`src/rtl/fp_norm_round_pipe_if.sv`:
```
// fp_norm_round_pipe_if: handshake and data bundle for the normalise-and-round pipe
//   in_valid/in_ready  : input word handshake
//   in_cout, in_sig, in_grs, in_exp, in_sign, in_neg : raw adder result
//   out_valid/out_ready: result handshake
//   out_sig, out_exp, out_sign, out_zero, out_of, out_uf : rounded result and flags
//   master = producer/consumer side, slave = the pipe itself
interface fp_norm_round_pipe_if #(parameter int SIG_W = 24, parameter int EXP_W = 8);
  logic             in_valid;
  logic             in_ready;
  logic             in_cout;
  logic [SIG_W-1:0] in_sig;
  logic [2:0]       in_grs;
  logic [EXP_W-1:0] in_exp;
  logic             in_sign;
  logic             in_neg;
  logic             out_valid;
  logic             out_ready;
  logic [SIG_W-1:0] out_sig;
  logic [EXP_W-1:0] out_exp;
  logic             out_sign;
  logic             out_zero;
  logic             out_of;
  logic             out_uf;
  modport master (
    output in_valid, in_cout, in_sig, in_grs, in_exp, in_sign, in_neg, out_ready,
    input  in_ready, out_valid, out_sig, out_exp, out_sign, out_zero, out_of, out_uf
  );
  modport slave (
    input  in_valid, in_cout, in_sig, in_grs, in_exp, in_sign, in_neg, out_ready,
    output in_ready, out_valid, out_sig, out_exp, out_sign, out_zero, out_of, out_uf
  );
endinterface

```
`src/rtl/fp_norm_round_pipe.sv`:
```
// fp_norm_round_pipe: 3-stage valid/ready normalise and round-to-nearest-even stage
//   clk   : clock, all state on rising edge
//   rst_n : synchronous active-low reset
//   io    : fp_norm_round_pipe_if.slave (input word, result, flags, handshakes)
module fp_norm_round_pipe #(
  parameter int SIG_W = 24,
  parameter int EXP_W = 8
) (
  input logic clk,
  input logic rst_n,
  fp_norm_round_pipe_if.slave io
);
  localparam int W = SIG_W + 3;
  localparam int L = $clog2(W);
  localparam int P = 1 << L;
  localparam logic [L-1:0] ONE_L = {{(L-1){1'b0}}, 1'b1};
  localparam logic signed [EXP_W+1:0] ONE_E = {{(EXP_W+1){1'b0}}, 1'b1};
  localparam logic signed [EXP_W+1:0] MAX_E = {2'b00, {EXP_W{1'b1}}};
  logic v1, v2, v3;
  logic r1, r2, r3;
  logic [W-1:0] w1, w2;
  logic signed [EXP_W+1:0] e1, e2;
  logic g1, g2, z2, u2;
  logic [SIG_W-1:0] sig_q;
  logic [EXP_W-1:0] exp_q;
  logic sign_q, zero_q, of_q, uf_q;
  // Handshake chain: a stage can take a word when empty or when it empties this cycle.
  assign r3 = ~v3 | io.out_ready;
  assign r2 = ~v2 | r3;
  assign r1 = ~v1 | r2;
  assign io.in_ready  = r1;
  assign io.out_valid = v3;
  assign io.out_sig   = sig_q;
  assign io.out_exp   = exp_q;
  assign io.out_sign  = sign_q;
  assign io.out_zero  = zero_q;
  assign io.out_of    = of_q;
  assign io.out_uf    = uf_q;
  logic [SIG_W+3:0] wi, wn;
  logic [W-1:0] w1_n;
  logic signed [EXP_W+1:0] e1_n;
  assign wi = {io.in_cout, io.in_sig, io.in_grs};
  assign wn = io.in_neg ? ~wi + 1'b1 : wi;
  // A carry folds the dropped bit into sticky so rounding still sees it.
  assign w1_n = wn[SIG_W+3] ? {wn[SIG_W+3:2], wn[1] | wn[0]} : wn[SIG_W+2:0];
  assign e1_n = {2'b00, io.in_exp} + {{(EXP_W+1){1'b0}}, wn[SIG_W+3]};
  // Heap-ordered LZC tree; node n has children 2n (more significant) and 2n+1.
  // The word is left-aligned in a power-of-two field padded with zeros below,
  // so a nonzero word always finds its leading one inside its own bits.
  logic [P-1:0] pw;
  logic         v [1:2*P-1];
  logic [L-1:0] c [1:2*P-1];
  assign pw = P'(w1) << (P - W);
  for (genvar i = 0; i < P; i++) begin : g_leaf
    assign v[P+i] = pw[P-1-i];
    assign c[P+i] = '0;
  end
  for (genvar d = 0; d < L; d++) begin : g_lvl
    for (genvar i = 0; i < (1 << d); i++) begin : g_node
      localparam int N = (1 << d) + i;
      assign v[N] = v[2*N] | v[2*N+1];
      assign c[N] = v[2*N] ? c[2*N] : (c[2*N+1] | (ONE_L << (L - 1 - d)));
    end
  end
  logic zero2_n, uf2_n;
  logic signed [EXP_W+1:0] ez;
  logic [W-1:0] w2_n;
  assign zero2_n = ~v[1];
  assign ez      = e1 - {{(EXP_W+2-L){1'b0}}, c[1]};
  assign uf2_n   = ~zero2_n & (ez < ONE_E);
  assign w2_n    = w1 << c[1];
  logic up, kill, of;
  logic [SIG_W:0] rs;
  logic [SIG_W-1:0] sig3;
  logic signed [EXP_W+1:0] e3;
  always_comb begin
    up   = w2[2] & (w2[1] | w2[0] | w2[3]);
    rs   = {1'b0, w2[SIG_W+2:3]} + {{SIG_W{1'b0}}, up};
    e3   = e2 + {{(EXP_W+1){1'b0}}, rs[SIG_W]};
    sig3 = rs[SIG_W] ? rs[SIG_W:1] : rs[SIG_W-1:0];
    of   = e3 >= MAX_E;
    kill = z2 | u2;
  end
  always_ff @(posedge clk) begin
    if (!rst_n) begin
      v1 <= 1'b0;
      v2 <= 1'b0;
      v3 <= 1'b0;
      w1 <= '0;
      w2 <= '0;
      e1 <= '0;
      e2 <= '0;
      g1 <= 1'b0;
      g2 <= 1'b0;
      z2 <= 1'b0;
      u2 <= 1'b0;
      sig_q  <= '0;
      exp_q  <= '0;
      sign_q <= 1'b0;
      zero_q <= 1'b0;
      of_q   <= 1'b0;
      uf_q   <= 1'b0;
    end else begin
      if (r1) v1 <= io.in_valid;
      if (r1 & io.in_valid) begin
        w1 <= w1_n;
        e1 <= e1_n;
        g1 <= io.in_sign ^ io.in_neg;
      end
      if (r2) v2 <= v1;
      if (r2 & v1) begin
        w2 <= w2_n;
        e2 <= ez;
        g2 <= g1;
        z2 <= zero2_n;
        u2 <= uf2_n;
      end
      if (r3) v3 <= v2;
      if (r3 & v2) begin
        sig_q  <= kill ? '0 : of ? {1'b1, {(SIG_W-1){1'b0}}} : sig3;
        exp_q  <= kill ? '0 : of ? {EXP_W{1'b1}} : e3[EXP_W-1:0];
        sign_q <= ~kill & g2;
        zero_q <= z2;
        of_q   <= ~kill & of;
        uf_q   <= u2 & ~z2;
      end
    end
  end
endmodule

```
`src/flat_wrapper.sv`:
```
// flat-port wrapper written by rule: the top's interface ports become plain ports
module fp_norm_round_pipe_flat 
#(
  parameter int SIG_W = 24,
  parameter int EXP_W = 8
)
  (clk, rst_n, io_in_valid, io_in_cout, io_in_sig, io_in_grs, io_in_exp, io_in_sign, io_in_neg, io_out_ready, io_in_ready, io_out_valid, io_out_sig, io_out_exp, io_out_sign, io_out_zero, io_out_of, io_out_uf);
  fp_norm_round_pipe_if #(.SIG_W(SIG_W), .EXP_W(EXP_W)) io_i ();
  input logic clk;
  input logic rst_n;
  input wire logic [$bits(io_i.in_valid)-1:0] io_in_valid;
  input wire logic [$bits(io_i.in_cout)-1:0] io_in_cout;
  input wire logic [$bits(io_i.in_sig)-1:0] io_in_sig;
  input wire logic [$bits(io_i.in_grs)-1:0] io_in_grs;
  input wire logic [$bits(io_i.in_exp)-1:0] io_in_exp;
  input wire logic [$bits(io_i.in_sign)-1:0] io_in_sign;
  input wire logic [$bits(io_i.in_neg)-1:0] io_in_neg;
  input wire logic [$bits(io_i.out_ready)-1:0] io_out_ready;
  output wire logic [$bits(io_i.in_ready)-1:0] io_in_ready;
  output wire logic [$bits(io_i.out_valid)-1:0] io_out_valid;
  output wire logic [$bits(io_i.out_sig)-1:0] io_out_sig;
  output wire logic [$bits(io_i.out_exp)-1:0] io_out_exp;
  output wire logic [$bits(io_i.out_sign)-1:0] io_out_sign;
  output wire logic [$bits(io_i.out_zero)-1:0] io_out_zero;
  output wire logic [$bits(io_i.out_of)-1:0] io_out_of;
  output wire logic [$bits(io_i.out_uf)-1:0] io_out_uf;
  assign io_i.in_valid = io_in_valid;
  assign io_i.in_cout = io_in_cout;
  assign io_i.in_sig = io_in_sig;
  assign io_i.in_grs = io_in_grs;
  assign io_i.in_exp = io_in_exp;
  assign io_i.in_sign = io_in_sign;
  assign io_i.in_neg = io_in_neg;
  assign io_i.out_ready = io_out_ready;
  assign io_in_ready = io_i.in_ready;
  assign io_out_valid = io_i.out_valid;
  assign io_out_sig = io_i.out_sig;
  assign io_out_exp = io_i.out_exp;
  assign io_out_sign = io_i.out_sign;
  assign io_out_zero = io_i.out_zero;
  assign io_out_of = io_i.out_of;
  assign io_out_uf = io_i.out_uf;
  fp_norm_round_pipe #(.SIG_W(SIG_W), .EXP_W(EXP_W)) u_core (.clk(clk), .rst_n(rst_n), .io(io_i));
endmodule
```
`config.mk`:
```
export PLATFORM = sky130hd
export DESIGN_NAME = fp_norm_round_pipe_flat
export DESIGN_NICKNAME = d
export VERILOG_FILES = /design/src/rtl/fp_norm_round_pipe_if.sv /design/src/rtl/fp_norm_round_pipe.sv /design/src/flat_wrapper.sv
export SDC_FILE = /design/constraint.sdc
export NUM_CORES = 1
export LEC_CHECK = 0
export CORE_ASPECT_RATIO = 0.75
export CORE_MARGIN = 1.5
export CORE_UTILIZATION = 53
export CTS_CLUSTER_SIZE = 40
export DETAILED_ROUTE_END_ITERATION = 8
export PLACE_DENSITY = 0.75
export SETUP_SLACK_MARGIN = 0.2
export SLEW_MARGIN = 5
export SYNTH_ARGS = -nofsm -noshare
export SYNTH_HDL_FRONTEND = slang
export SYNTH_SLANG_ARGS = --single-unit
```
`constraint.sdc`:
```
create_clock -name clk -period 5.46 [get_ports clk]
set_input_delay 1.092 -clock clk [delete_from_list [all_inputs] [get_ports clk]]
set_output_delay 1.092 -clock clk [all_outputs]
set_load 0.1 [all_outputs]
```
Word level (Yosys, flattened, before mapping)
Cells that the tools add are included.

Bits of input ports: 42. Output and inout bits: 38. Flip-flop bits (word level): 117.

Muxes and demuxes: 35. Bitwise operators: 49. Shift operators: 1. $add $sub $neg: 5. $lt $le $gt $ge: 2.

Operators with widths (count): $mux W24 (3); $or A1 B1 Y1 (33); $add A28 B1 Y28 const B (1); $mux W28 (1); $not A28 Y28 (1); $mux W27 (1); $shl A27 B5 Y27 (1); $add A24 B1 Y25 (1); $mux W8 (2); $mux W1 (14); $mux W2 (7); $mux W3 (4); $add A10 B1 Y10 (1); $ge A10 B9 Y1 const B (1); $lt A10 B2 Y1 const B (1); $sub A10 B5 Y10 (1); $add A8 B1 Y9 (1); $and A1 B1 Y1 (8); $mux W4 (2); $not A1 Y1 (6); $mux W5 (1); $xor A1 B1 Y1 (1).

Logic depth before layout (Yosys ltp)
Depth in word-level cells: 8. Mapped depth: 21. Gate-level depth less buffers: 18.

Least setup slack after synthesis
No wires, ideal clock.

Path kind: register -> register. Start point: register u_core.w2[2]. End point: register u_core.sig_q[10] (netlist: u_core.io.out_sig[10]). Data required time: 5.340 ns. Setup slack: 1.050 ns. Clock period less this slack: 4.410 ns. Setup time: 0.120 ns. Stages on the path, launching flop included: 22. Arrival: 4.290 ns. Path through: dfxtp_1 -> and2_1 -> ha_1 -> and3_1 -> nand4_1 -> nor3_1 -> nand2_1 -> or2_2 -> clkbuf_1 -> inv_1 -> buf_1 -> ha_1 -> ha_1 -> xor2_1 -> nand3_1 -> nor3_1 -> a21oi_1 -> o31a_1 -> o221ai_1 -> clkbuf_1 -> nor3_1 -> o31a_1.

Longest elaborated chain between the ends: 6.

RTL lines: start, declared (RTL line fp_norm_round_pipe.sv:21) `logic [W-1:0] w1, w2;`; start signal, assigned (RTL line fp_norm_round_pipe.sv:112) `w2 <= w2_n;`; $and A1 B1 Y1 (*) (RTL line fp_norm_round_pipe.sv:77) `up = w2[2] & (w2[1] | w2[0] | w2[3]);`; $add A24 B1 Y25 (*) (RTL line fp_norm_round_pipe.sv:78) `rs = {1'b0, w2[SIG_W+2:3]} + {{SIG_W{1'b0}}, up};`; $add A10 B1 Y10 (RTL line fp_norm_round_pipe.sv:79) `e3 = e2 + {{(EXP_W+1){1'b0}}, rs[SIG_W]};`; $ge A10 B9 Y1 (RTL line fp_norm_round_pipe.sv:81) `of = e3 >= MAX_E;`; $mux W24 (*) (2 in series) (RTL line fp_norm_round_pipe.sv:120) `sig_q <= kill ? '0 : of ? {1'b1, {(SIG_W-1){1'b0}}} : sig3;`; end signal, assigned (RTL line fp_norm_round_pipe.sv:120); end, declared (RTL line fp_norm_round_pipe.sv:24) `logic [SIG_W-1:0] sig_q;`.

Mark *: on every way between the ends. The rest lies on a longest branch, timed or not. A chain may end at the register's enable or synchronous reset.

Worst setup path in the final report
Start point: register u_core.w2[2]. End point: register u_core.sig_q[18] (netlist: u_core.io.out_sig[18]).

The elaborated chain is that of the path after synthesis.

==> flow_summary.json <==
{
  "async_reset_ff_share_pct": 0,
  "syn_inst": 990,
  "grt_first_pass_wirelength_mm": 35.0,
  "p_leak_nw": 3.23,
  "finalCriticalPeriod_ps": 4710,
  "dieArea_sq_um": 15100,
  "path_clk_slew_ps": 60,
  "synth_edf_count": 0,
  "yosysTopAreaCell": "dfxtp_1",
  "ios": 80,
  "crit_path_end_kind": "register",
  "antenna_found_initial": 0,
  "synth_top_area_share_pct": 30.6,
  "power_density_nw_per_um2": 315,
  "yosys_warnings": 0,
  "final_area_sq_um": 9050,
  "place_area_sq_um": 8460,
  "arrival_ps": 5070,
  "slew_violations": 0,
  "wl_per_cell_microns": 17.3,
  "fin_cells": 1227,
  "maxSlewHeadroom_pct": 32.4,
  "synthFlopType": "dfxtp_1",
  "clock_sinks": 116,
  "hold_violations": 0,
  "crit_required_ps": 5820,
  "port_buffers": 79,
  "cp-start-kind": "register",
  "core-area_sq_um": 13800,
  "grt_max_degree": 55,
  "synth_area_sq_um": 7600,
  "multi_input_area_sq_um": 4910,
  "cts_hold_buf": 0,
  "layout-area-overhead-vs-synth_pct": 19.1,
  "synthesis.nets": 1044,
  "insertedDiodeCount": 0,
  "rsz0062_at_grt": "false",
  "cts-root-buf": "clkbuf_16",
  "cts_buffer_depth": 2,
  "syn_area_per_cell_sq_um": 7.67,
  "drt_wl_total_mm": 21.3,
  "cts_tree": "built",
  "gp_congestion": 0.968,
  "h-tree-depth": 4,
  "cts_setup_buffers": 0,
  "ys_seq_area_share_pct": 30.6,
  "max-cap-violations": 0,
  "ys_types": 77,
  "min_path_type": "register to register",
  "drt_first_pass_iters": 6,
  "dpl.hpwl_mm": 15.5,
  "vdd.ir_drop.worst_mv": 0.272,
  "final.setup_skew_ps": 13.6,
  "synth_seq_cells": 116,
  "fillCellCount": 1220,
  "die_w_microns": 141,
  "grt_pass1_vias": 6865,
  "final-seq-area_sq_um": 2320,
  "netlist_top_cells_area": "dfxtp_1 31%, a21oi_1 5.8%, nor2_1 5.1%",
  "finalCritPeriodShare_pct": 86.3,
  "viasPerCell": 6.27,
  "worst_pin_slew_ps": 989,
  "cp_max_fo": 22,
  "synth_common_cells": "116 x dfxtp_1, 103 x nor2_1, 88 x a21oi_1, 87 x nand2_1, 68 x o21ai_0",
  "ant_nets": 0,
  "layout.nets": 1093,
  "clock_latency_ps": 420,
  "finalSetupViolCount": 0,
  "num_vias": 7689,
  "crit_type": "register to register",
  "cts_buffers": 17,
  "detail_route.iter0.violations": 848,
  "dp.cells": 1195,
  "status": "completed",
  "globalRouteOverflowTotal": 0,
  "yosysMostFrequentCell": "dfxtp_1",
  "die_height_microns": 107,
  "fmax_mhz": 212,
  "rows": 37,
  "drc": 0,
  "post_cts_resized": 0,
  "track_usage_pct": 28.8,
  "drive_above_1_share_pct": 6.75,
  "initial_core_util_pct": 54.9,
  "tns_ps": 0
}
==> metal layers <==
layer	vias up	track usage, %	share of wire (%)
met1	3558	42.3	48
met4	0	8.48	1.6
met5	-	0	0
met3	35	8.49	9.1
met2	331	40.4	41
li1	3765	-	-
==> final cells by class <==
type | count | area share (%)
clock buffers | 17 | 4.70
multi-input cells | 786 | 54.3
flip-flops and latches | 116 | 25.7
clock inverters | 15 | 1.85
repair buffers | 97 | 10.2
well taps | 175 | 2.42
inverters | 21 | 0.871
==> power breakdown <==
group | switching [mW] | total, mW | internal, mW
sequential | 0.0824 | 0.985 | 0.903
combinational | 0.469 | 0.747 | 0.278
clock | 0.438 | 1.12 | 0.683
==> registers in the layout, summed over array words and instances, names as in the netlist, 8 cells and up <==
name,flops
u_core.w1,27
u_core.w2,27
u_core.io.out_sig,24
u_core.e2,10
u_core.e1,9
u_core.io.out_exp,8
==> worst max-delay path: stages, from the launching register on <==
cell and delay [ps]:
dfxtp_1 370, and2_1 160, ha_1 170, and3_1 240
nand4_1 230, nor3_1 310, nand2_1 110, or2_2 360
inv_1 70, buf_4 210, ha_1 230, ha_1 210
and4_1 320, a31oi_1 60, o21ai_0 150, o31a_1 170
o221ai_1 150, buf_4 230, nor3_1 650, o31a_1 240
==> placed cells by master, fill, tap and decap left out, types with 18 or more instances in the layout <==
cell             netlist  layout
clkdlybuf4s50_1        0      78
or3_1                 21      21
nand3_1               43      43
o21ai_0               68      68
nand2_1               87      87
buf_4                  2      18
mux2i_1               24      24
a21oi_1               88      88
xor2_1                35      35
nor2_1               103     103
a211oi_1              40      40
dfxtp_1              116     116
nor3_1                33      33
xnor2_1               29      29
==> through the flow <==
step | hold slack (ps) | util (%) | setup WS [ps] | total power [mW]
4_1_cts | 453 | 65.4 | 780 | 2.84
6_report | 452 | 65.4 | 746 | 2.85
2_1_floorplan | 432 | - | 1050 | 1.53
5_1_grt | 473 | 65.4 | 229 | 2.97
3_5_place_dp | 445 | 61.1 | 767 | 1.72
3_3_place_gp | 441 | 61.1 | 843 | 1.72
==> cells by family after synthesis <==
group	count (synthesis)	synth area share, %
and+or+nand+nor	360	22.7
adders and majority gates	14	2.34
buffers and inverters	88	4.81
DFF	116	30.6
muxes	29	4.40
AOI/OAI and AO/OA	318	27.6
xor gates and xnor gates	65	7.59
==> worst paths after layout <==
kind | slack [ps] | from | to | cells past startpoint
worst max register to register | 750 | u_core.w2[2] | u_core.io.out_sig[18] | 19
worst min register to register | 450 | u_core.io.out_sig[11] | u_core.io.out_sig[11] | 2
worst min-delay path | 450 | u_core.io.out_sig[11] | u_core.io.out_sig[11] | 2
worst max-delay path | 750 | u_core.w2[2] | u_core.io.out_sig[18] | 19
Power figures use the tool's default switching activity.
